$ cat src/rtl/ram_arb_pkg.sv
`default_nettype none
// ============================================================================
// Package     : ram_arb_pkg
// Description : Shared types and constants for the two-port RAM arbiter:
//               FSM state encoding, requester-id constants and the default
//               RAM geometry.
// Revision    : 1.0 - initial release
// ============================================================================
package ram_arb_pkg;

    localparam int c_addr_w_def = 3;
    localparam int c_data_w_def = 8;

    localparam logic c_req0 = 1'b0;
    localparam logic c_req1 = 1'b1;

    typedef enum logic [1:0] {
        ST_IDLE  = 2'd0,
        ST_ISSUE = 2'd1,
        ST_RESP  = 2'd2
    } state_t;

endpackage
`default_nettype wire

$ cat src/rtl/ram_arbiter_rr_grant2.sv
`default_nettype none
// ============================================================================
// Module      : rr_grant2
// Description : Two-way round-robin picker. A lone valid requester always
//               wins; on a tie the requester that was not granted last wins.
// Ports       : valid_i[1:0]  request valid per requester
//               last_grant_i  id of the previously granted requester
//               grant_o       id of the winning requester (meaningful if any_o)
//               any_o         at least one requester is valid
// Revision    : 1.0 - initial release
// ============================================================================
module rr_grant2
    import ram_arb_pkg::*;
(
    input  logic [1:0] valid_i,
    input  logic       last_grant_i,
    output logic       grant_o,
    output logic       any_o
);

    always_comb begin
        grant_o = c_req0;
        case (valid_i)
            2'b01:   grant_o = c_req0;
            2'b10:   grant_o = c_req1;
            2'b11:   grant_o = ~last_grant_i;
            default: grant_o = c_req0;
        endcase
    end

    assign any_o = |valid_i;

endmodule
`default_nettype wire

$ cat src/rtl/ram_arbiter.sv
`default_nettype none
// ============================================================================
// Module      : ram_arbiter
// Description : Shares one single-port synchronous RAM (1-cycle registered
//               read) between two requesters with round-robin arbitration.
//               Each transaction runs IDLE -> ISSUE (-> RESP for reads).
// Ports       : clk, rst                 clock, synchronous active-high reset
//               reqN_valid/ready         request handshake (N = 0, 1)
//               reqN_we/addr/wdata       request payload
//               rspN_valid/rdata         one-cycle read response pulse + data
//               ram_en/we/addr/din       registered RAM control outputs
//               ram_dout                 RAM read data
// Revision    : 1.0 - initial release
// ============================================================================
module ram_arbiter
    import ram_arb_pkg::*;
#(
    parameter int ADDR_W = c_addr_w_def,
    parameter int DATA_W = c_data_w_def
) (
    input  logic              clk,
    input  logic              rst,

    input  logic              req0_valid,
    output logic              req0_ready,
    input  logic              req0_we,
    input  logic [ADDR_W-1:0] req0_addr,
    input  logic [DATA_W-1:0] req0_wdata,
    output logic              rsp0_valid,
    output logic [DATA_W-1:0] rsp0_rdata,

    input  logic              req1_valid,
    output logic              req1_ready,
    input  logic              req1_we,
    input  logic [ADDR_W-1:0] req1_addr,
    input  logic [DATA_W-1:0] req1_wdata,
    output logic              rsp1_valid,
    output logic [DATA_W-1:0] rsp1_rdata,

    output logic              ram_en,
    output logic              ram_we,
    output logic [ADDR_W-1:0] ram_addr,
    output logic [DATA_W-1:0] ram_din,
    input  logic [DATA_W-1:0] ram_dout
);

    state_t              state_q;
    logic                last_grant_q;
    logic                id_q;
    logic                ram_en_q;
    logic                ram_we_q;
    logic [ADDR_W-1:0]   ram_addr_q;
    logic [DATA_W-1:0]   ram_din_q;
    logic [1:0]          rsp_valid_q;
    logic [DATA_W-1:0]   rsp0_rdata_q;
    logic [DATA_W-1:0]   rsp1_rdata_q;

    logic                w_grant;
    logic                w_any;
    logic                w_accept;
    logic                w_sel_we;
    logic [ADDR_W-1:0]   w_sel_addr;
    logic [DATA_W-1:0]   w_sel_wdata;

    rr_grant2 u_rr_grant2 (
        .valid_i      ({req1_valid, req0_valid}),
        .last_grant_i (last_grant_q),
        .grant_o      (w_grant),
        .any_o        (w_any)
    );

    // Ready is combinational and suppressed during reset so nothing can be
    // considered accepted while the FSM is being forced back to IDLE.
    assign w_accept   = !rst && (state_q == ST_IDLE) && w_any;
    assign req0_ready = w_accept && (w_grant == c_req0);
    assign req1_ready = w_accept && (w_grant == c_req1);

    assign w_sel_we    = (w_grant == c_req1) ? req1_we    : req0_we;
    assign w_sel_addr  = (w_grant == c_req1) ? req1_addr  : req0_addr;
    assign w_sel_wdata = (w_grant == c_req1) ? req1_wdata : req0_wdata;

    // The RAM-side registers double as the latched request: they are loaded
    // at accept and then simply hold, which keeps addr/din stable when idle.
    always_ff @(posedge clk) begin
        if (rst) begin
            state_q      <= ST_IDLE;
            last_grant_q <= c_req1;
            id_q         <= c_req0;
            ram_en_q     <= 1'b0;
            ram_we_q     <= 1'b0;
            ram_addr_q   <= '0;
            ram_din_q    <= '0;
            rsp_valid_q  <= 2'b00;
            rsp0_rdata_q <= '0;
            rsp1_rdata_q <= '0;
        end else begin
            rsp_valid_q <= 2'b00;
            case (state_q)
                ST_IDLE: begin
                    if (w_accept) begin
                        state_q      <= ST_ISSUE;
                        id_q         <= w_grant;
                        last_grant_q <= w_grant;
                        ram_en_q     <= 1'b1;
                        ram_we_q     <= w_sel_we;
                        ram_addr_q   <= w_sel_addr;
                        ram_din_q    <= w_sel_wdata;
                    end
                end
                ST_ISSUE: begin
                    // ram_we_q still carries the latched direction here.
                    state_q  <= ram_we_q ? ST_IDLE : ST_RESP;
                    ram_en_q <= 1'b0;
                    ram_we_q <= 1'b0;
                end
                ST_RESP: begin
                    // RAM output is valid this cycle; capture and route it.
                    state_q           <= ST_IDLE;
                    rsp_valid_q[id_q] <= 1'b1;
                    if (id_q == c_req1) begin
                        rsp1_rdata_q <= ram_dout;
                    end else begin
                        rsp0_rdata_q <= ram_dout;
                    end
                end
                default: begin
                    state_q  <= ST_IDLE;
                    ram_en_q <= 1'b0;
                    ram_we_q <= 1'b0;
                end
            endcase
        end
    end

    assign ram_en     = ram_en_q;
    assign ram_we     = ram_we_q;
    assign ram_addr   = ram_addr_q;
    assign ram_din    = ram_din_q;
    assign rsp0_valid = rsp_valid_q[0];
    assign rsp1_valid = rsp_valid_q[1];
    assign rsp0_rdata = rsp0_rdata_q;
    assign rsp1_rdata = rsp1_rdata_q;

endmodule
`default_nettype wire
$ cat config.mk
export PLATFORM = sky130hd
export DESIGN_NAME = ram_arbiter
export DESIGN_NICKNAME = d
export VERILOG_FILES = /design/src/rtl/ram_arb_pkg.sv /design/src/rtl/ram_arbiter_rr_grant2.sv /design/src/rtl/ram_arbiter.sv
export SDC_FILE = /design/constraint.sdc
export NUM_CORES = 1
export LEC_CHECK = 0
export ABC_AREA = 1
export BUFFER_PORTS_ARGS = -buffer_cell sky130_fd_sc_hd__buf_2
export CAP_MARGIN = 20
export CORE_MARGIN = 5
export CORE_UTILIZATION = 45
export DETAILED_ROUTE_END_ITERATION = 10
export HOLD_SLACK_MARGIN = 0.06
export PLACE_DENSITY = 0.78
export SYNTH_ARGS = -nofsm -noshare
export SYNTH_HDL_FRONTEND = slang
export SYNTH_SLANG_ARGS = --single-unit
$ cat constraint.sdc
create_clock -name clk -period 2 [get_ports clk]
set_input_delay 0.2 -clock clk [delete_from_list [all_inputs] [get_ports clk]]
set_output_delay 0.2 -clock clk [all_outputs]
set_load 0.01 [all_outputs]
**Word-level counts from Yosys, hierarchy flattened**

Cells that the tools add are included.

- Bits in registers: 35
- Output and inout port bits: 33
- Logic and storage cells: 47

- Order comparisons: 2
- Equal/unequal tests: 5
- Muxes and demuxes: 13
- Bitwise operators: 4
- Reductions and logical operators: 13

Operators by type and width:

| kind | number |
|---|---|
| $mux W8 | 1 |
| $reduce_and A2 Y1 | 4 |
| $eq A2 B2 Y1 const B | 3 |
| $pmux W1 S2 | 3 |
| $logic_and A1 B1 Y1 | 5 |
| $mux W1 | 4 |
| $mux W2 | 2 |
| $not A1 Y1 | 4 |
| $pmux W2 S2 | 1 |
| $reduce_or A2 Y1 | 2 |
| $mux W3 | 1 |
| $eq A2 B1 Y1 const B | 1 |
| $logic_not A2 Y1 | 1 |
| $lt A1 B2 Y1 const B | 1 |
| $ne A2 B2 Y1 const B | 1 |
| $demux W1 S1 | 1 |
| $ge A1 B1 Y1 const B | 1 |
| $logic_not A1 Y1 | 1 |

**Depth between registers and ports, before layout**

Gate-level depths: netlist (run 1).

- Depth in word-level cells: 5
- Mapped depth: 8
- Mapped depth without buffers: 6

**Cells and area by module**

A second synthesis (run 1) with hierarchy kept.

- Cells, all modules: 196
- Area, all modules: 1440.1 um^2

By module, submodules not included:

| module | instances | cells each | area an instance (um^2) |
|---|---|---|---|
| ram_arbiter | 1 | 193 | 1425.1 |
| rr_grant2 | 1 | 3 | 15.0 |

**Worst setup path before layout (run 1)**

Ideal clock, no wire load.

- Path type: reg2out
- From: reg state_q[1]
- To: out req1_ready
- Arrival time: 0.933 ns
- Slack: 0.867 ns
- Stages on the path, launching flop included: 7
- Path through: dfxtp_1 > nor2_4 > nand3_4 > inv_2 > buf_6 > nand2_1 > inv_1

- Longest elaborated chain between the ends: 4

Ends and longest elaborated chain:

| element | RTL line | source |
|---|---|---|
| start, declared | ram_arbiter.sv:47 | `state_t state_q;` |
| start signal, assigned | ram_arbiter.sv:112 | `state_q <= ram_we_q ? ST_IDLE : ST_RESP;` |
| $logic_not A2 Y1 | ram_arbiter.sv:74 | `assign w_accept = !rst && (state_q == ST_IDLE) && w_any;` |
| $logic_and A1 B1 Y1 (2 in series) | ram_arbiter.sv:74 |  |
| $logic_and A1 B1 Y1 | ram_arbiter.sv:76 | `assign req1_ready = w_accept && (w_grant == c_req1);` |
| end, declared | ram_arbiter.sv:33 | `output logic req1_ready,` |

No other way between the ends.

**Final worst setup path (run 1)**

Ends and elaborated chain as after synthesis.

==> results of run 1 <==
==> cells in the mapped netlist <==
cell type,number
nand2_1,54
nand3_4,1
buf_6,1
inv_1,23
a21oi_1,28
o21ai_0,15
nor4_1,1
buf_2,6
nand3_2,2
buf_4,3
nor2_4,1
nand3_1,14
inv_2,3
nor2_1,9
o21ai_1,3
dfxtp_1,35
clkbuf_1,1
nand2_2,1
==> path summary, 6_finish.rpt <==
check / from / to / slack, ns / cells after the start
hold / removal: ram_dout[7] / rsp1_rdata[7] / 0.14 / 3
hold reg to reg: rsp1_rdata[1] / rsp1_rdata[1] / 0.45 / 2
setup / recovery: state_q[1] / req1_ready / 0.22 / 6
setup reg to reg: state_q[0] / rsp1_rdata[0] / 0.74 / 4
==> registers in the layout, indices dropped and copies added (netlist names) <==
name and flops:
state_q 2, rsp1_rdata 8, ram_we 1, ram_addr 3
rsp_valid_q 2, id_q 1, ram_din 8, rsp0_rdata 8
last_grant_q 1, ram_en 1
==> metrics by stage <==
stage / total power (uW) / instance area [um2] / worst slack (ns) / hold WS [ns]
after global placement: 1020 / 1800 / 0.462 / 0.430
after floorplan: 934 / 1460 / 0.867 / 0.269
after detailed placement: 1020 / 1800 / 0.410 / 0.434
final: 1450 / 1870 / 0.220 / 0.137
after global routing: 1530 / 1870 / 0.0753 / 0.128
after CTS: 1460 / 1870 / 0.198 / 0.130
==> layout make-up <==
class	count	area (um2)	share of cell area [%]
clock buffers	7	65.1	3.48
flip-flops and latches	35	701	37.4
inverters	26	97.6	5.21
clock inverters	1	7.51	0.401
repair buffers	69	348	18.6
well taps	44	55.1	2.94
multi-input cells	129	598	32.0
==> cells by family (layout without fill, tap and decap cells) <==
group	after synthesis	after routing
AND/OR/NAND/NOR	83	83
flip-flops	35	35
buffers and inverters	37	103
AO/OA/AOI/OAI	46	46
==> critical path, stage by stage, from the launching register on <==
cell	delay (ns)
dfxtp_1	0.40
nor2_4	0.16
nand3_4	0.19
inv_2	0.22
nand2_1	0.09
inv_1	0.05
buf_2	0.12
==> layer usage <==
| metal | global-route usage, % | share of wire [%] | up-vias |
|---|---|---|---|
| met5 | 0 | 0 | - |
| met2 | 28.2 | 50 | 37 |
| met1 | 18.4 | 41 | 637 |
| li1 | - | - | 767 |
| met3 | 6.41 | 7.0 | 7 |
| met4 | 6.84 | 1.9 | 0 |
==> power groups by stage <==
| stage | Clock, uW | Combinational (uW) | Sequential, uW |
|---|---|---|---|
| 4_1_cts | 453 | 247 | 761 |
| 3_5_place_dp | 0 | 246 | 777 |
| 3_3_place_gp | 0 | 243 | 777 |
| 5_1_grt | 480 | 278 | 766 |
| 6_report | 442 | 243 | 761 |
| 2_1_floorplan | 0 | 143 | 791 |
==> qor.yml, run 1 <==
status: "complete, no violations"
startpoint_type: "flop"
hold_path_class: "in -> reg"
synth_fa_ha_area_share_pct: 0
crit_type: "reg -> out"
postCtsSetupBuffers: 0
design.portCount: 69
setup-violations-final: 0
tightest_slew_ns: 0.365
cts_tree: "done"
floorplan.initialDensity_pct: 47.6
n_fill_cell: 296
num_rows: 20
final-hold-violation-count: 0
max_slew_margin_pct: 75.6
synth_area_mm2: 0.00146
cts_buffers: 5
clkLatencyLatePin_ns: 0.34
die_area_mm2: 0.00449
ys.warnings.count: 0
hold_buffers: 0
finalCriticalPeriod_ns: 1.78
final_util_pct: 60.8
setup-tns-final_ns: 0
grt_pass1_vias: 1295
crit_arrival_ns: 1.58
area_growth_syn_to_layout_pct: 27.9
nNetsFinal: 302
wire_per_inst_um: 11.1
muxShareOfSynthArea_pct: 0
cap_violations: 0
final_cell_mix: "buf_2 (68), nand2_1 (54), dfxtp_1 (35)"
diodes: 0
die_w_um: 67.0
synth_top_family_by_area: "simple AND/OR/NAND/NOR gates"
drt-vias-per-instance: 4.66
power.internal_uw: 1040
gp_congestion: 0.799
yosysSeqAreaShare_pct: 47.9
root_buffer: "clkbuf_4"
p_switching_uw: 405
cts_buffer_depth: 2
stdcell_count: 311
synth_xor_area_share_pct: 0
pwr-share-seq_pct: 52.6
synth_simple_gate_area_share_pct: 25.1
htreeDepth: 2
final_common_cell: "buf_2"
drtAntennaViolNets: 0
required_ns: 1.80
power_frac_comb_pct: 16.8
firstDrtPassIters: 4
critPathMaxFanout: 15
slew_violations: 0
timing.final.crit_share_pct: 89.0
synth_area_leaders: "dfxtp_1 (48%), nand2_1 (14%), a21oi_1 (9.6%)"
hpwl_um: 2610
power_frac_clock_pct: 30.6
yosysTopAreaCellShare_pct: 47.9
powerDensity_mw_per_mm2: 773
grt_pass1_wl_um: 5580
dpl.cell_count: 303
grt_usage_pct: 16.6
final_layout_size_suffix_gt1_share_pct: 31.8
die_y_um: 67.0
cts.sinks: 35
rsz0062_at_grt: "false"
syn_nets: 237
endpoint_kind: "output pin"
max_freq_mhz: 562
yosysTopAreaCell: "dfxtp_1"
grt_max_degree: 21
grt_overflow: 0
cts_resized: 0
synth_cells: 201
synth_compound_area_share_pct: 15.7
drt-total-wl_um: 3460
synthDistinctLibCells: 18
core_mm2: 0.00308
irDropWorstVdd_mv: 0.498
ys_ff_latch: 35
drtIter0Drc: 71
netSwitchingFraction_pct: 28.0
skew_ns: 0.00866
antenna_found_initial: 0
port_buffers: 68
leakage_uw: 0.000942
via_count: 1448
drcViolationCount: 0
clk_pin_slew_ns: 0.11
avgSynthCellArea_um2: 7.28
Note: power is estimated with default switching activity, not from simulation.
==> run 2, diff against run 1 <==
PLACE_DENSITY = 0.79   (was 0.78)
==> qor.yml, run 2 (same netlist as run 1, synthesis figures left out) <==
final_cell_mix: "buf_2 (68), nand2_1 (54), dfxtp_1 (35)"
finalCriticalPeriod_ns: 1.77  # -0.0150 ns
core_mm2: 0.00308  # unchanged
nNetsFinal: 303  # +0.33%
drt-vias-per-instance: 4.59  # -1.4%
required_ns: 1.80  # about the same
tightest_slew_ns: 0.355  # -0.00988 ns
clkLatencyLatePin_ns: 0.33  # about the same
stdcell_count: 312  # +0.32%
cts_buffers: 5  # unchanged
cts_buffer_depth: 2  # unchanged
timing.final.crit_share_pct: 88.3  # -0.75 points
num_rows: 20  # unchanged
hpwl_um: 2620  # +0.47%
rrSetupSlack_ns: 0.73  # about the same
final_layout_size_suffix_gt1_share_pct: 31.7  # -0.12 points
startpoint_type: "flop"
cap_violations: 0  # unchanged
rsz0062_at_grt: "false"
final-hold-violation-count: 0  # unchanged
cts_resized: 0  # unchanged
setup-tns-final_ns: 0  # unchanged
root_buffer: "clkbuf_4"
drcViolationCount: 0  # unchanged
drt-total-wl_um: 3390  # -2.0%
max_slew_margin_pct: 76.3  # +0.66 points
crit_arrival_ns: 1.57  # about the same
skew_ns: 0.00433  # -0.00433 ns
grt_pass1_wl_um: 5510  # -1.4%
antenna_found_initial: 0  # unchanged
firstDrtPassIters: 4  # unchanged
hold_slack_ns: 0.145  # +0.00821 ns
htreeDepth: 2  # unchanged
cts_tree: "done"
crit_type: "reg -> out"
via_count: 1432  # -1.1%
dpl.cell_count: 304  # +0.33%
grt_pass1_vias: 1334  # +3.0%
drtAntennaViolNets: 0  # unchanged
grt_overflow: 0  # unchanged
die_area_mm2: 0.00449  # unchanged
status: "complete, no violations"
grt_max_degree: 21  # unchanged
hold_buffers: 0  # unchanged
grt_usage_pct: 16.4  # -0.25 points
hold_path_class: "in -> reg"
critPathMaxFanout: 15  # unchanged
area_growth_syn_to_layout_pct: 28.1
postCtsSetupBuffers: 0  # unchanged
leakage_uw: 0.000948  # +0.62%
floorplan.initialDensity_pct: 47.6  # unchanged
gp_congestion: 0.810  # +1.4%
diodes: 0  # unchanged
wire_per_inst_um: 10.9  # -2.3%
max_freq_mhz: 567  # +0.85%
design.portCount: 69  # unchanged
cts.sinks: 35  # unchanged
port_buffers: 68  # unchanged
clk_pin_slew_ns: 0.10  # about the same
irDropWorstVdd_mv: 0.331  # -34%
powerDensity_mw_per_mm2: 763  # -1.3%
final_common_cell: "buf_2"
slew_violations: 0  # unchanged
die_y_um: 67.0  # unchanged
endpoint_kind: "output pin"
die_w_um: 67.0  # unchanged
setup-violations-final: 0  # unchanged
drtIter0Drc: 42  # -41%
[run 2: cell types whose count changed in the layout (fill, tap and decap cells not counted)]
cell and change:
buf_4 +1, clkbuf_1 +1, clkinvlp_4 -1
[run 2: final cells by class]
| class | count | area [um2] |
|---|---|---|
| Clock buffer | 8 | 68.8 |
| Fill cell | 319 | 1200 |
| Inverter | 26 | 97.6 |
| Multi-Input combinational cell | 129 | 598 |
| Sequential cell | 35 | 701 |
| Tap cell | 44 | 55.1 |
| Timing Repair Buffer | 70 | 355 |
[run 2: worst paths after layout]
kind,endpoint,startpoint,depth (start not counted)
worst min register to register,rsp0_rdata[7],rsp0_rdata[7],2
worst min-delay path,rsp1_rdata[7],ram_dout[7],3
worst max-delay path,req1_ready,state_q[1],6
worst max register to register,rsp0_rdata[3],state_q[0],4
[run 2: metal layers]
layer	vias up	track usage (%)	routed length [um]
met4	0	9.62	70
met2	39	26.9	1640
met3	7	4.89	225
li1	770	-	-
met5	-	0	0
met1	616	18.6	1460
[run 2: critical path: stages, from the launching register on]
cell and delay [ns]:
dfxtp_1 0.39, nor2_4 0.15, nand3_4 0.19, inv_2 0.23, nand2_1 0.09, inv_1 0.06
buf_2 0.12
[run 2: metrics by stage]
step / total power, uW / utilization (%) / instance area [um2] / setup WS (ns)
floorplan: 934 / - / 1460 / 0.867
global placement: 1020 / 58.7 / 1810 / 0.559
detailed placement: 1020 / 58.7 / 1810 / 0.521
CTS: 1450 / 60.9 / 1880 / 0.218
global route: 1510 / 60.9 / 1880 / 0.106
finish: 1430 / 60.9 / 1880 / 0.235
[run 2: report_power, final]
group	leakage, uW	switching [uW]	internal [uW]
Clock	0.0000386	219	207
Sequential	0.000285	23.8	737
Combinational	0.000624	144	100
Total	0.000948	387	1040
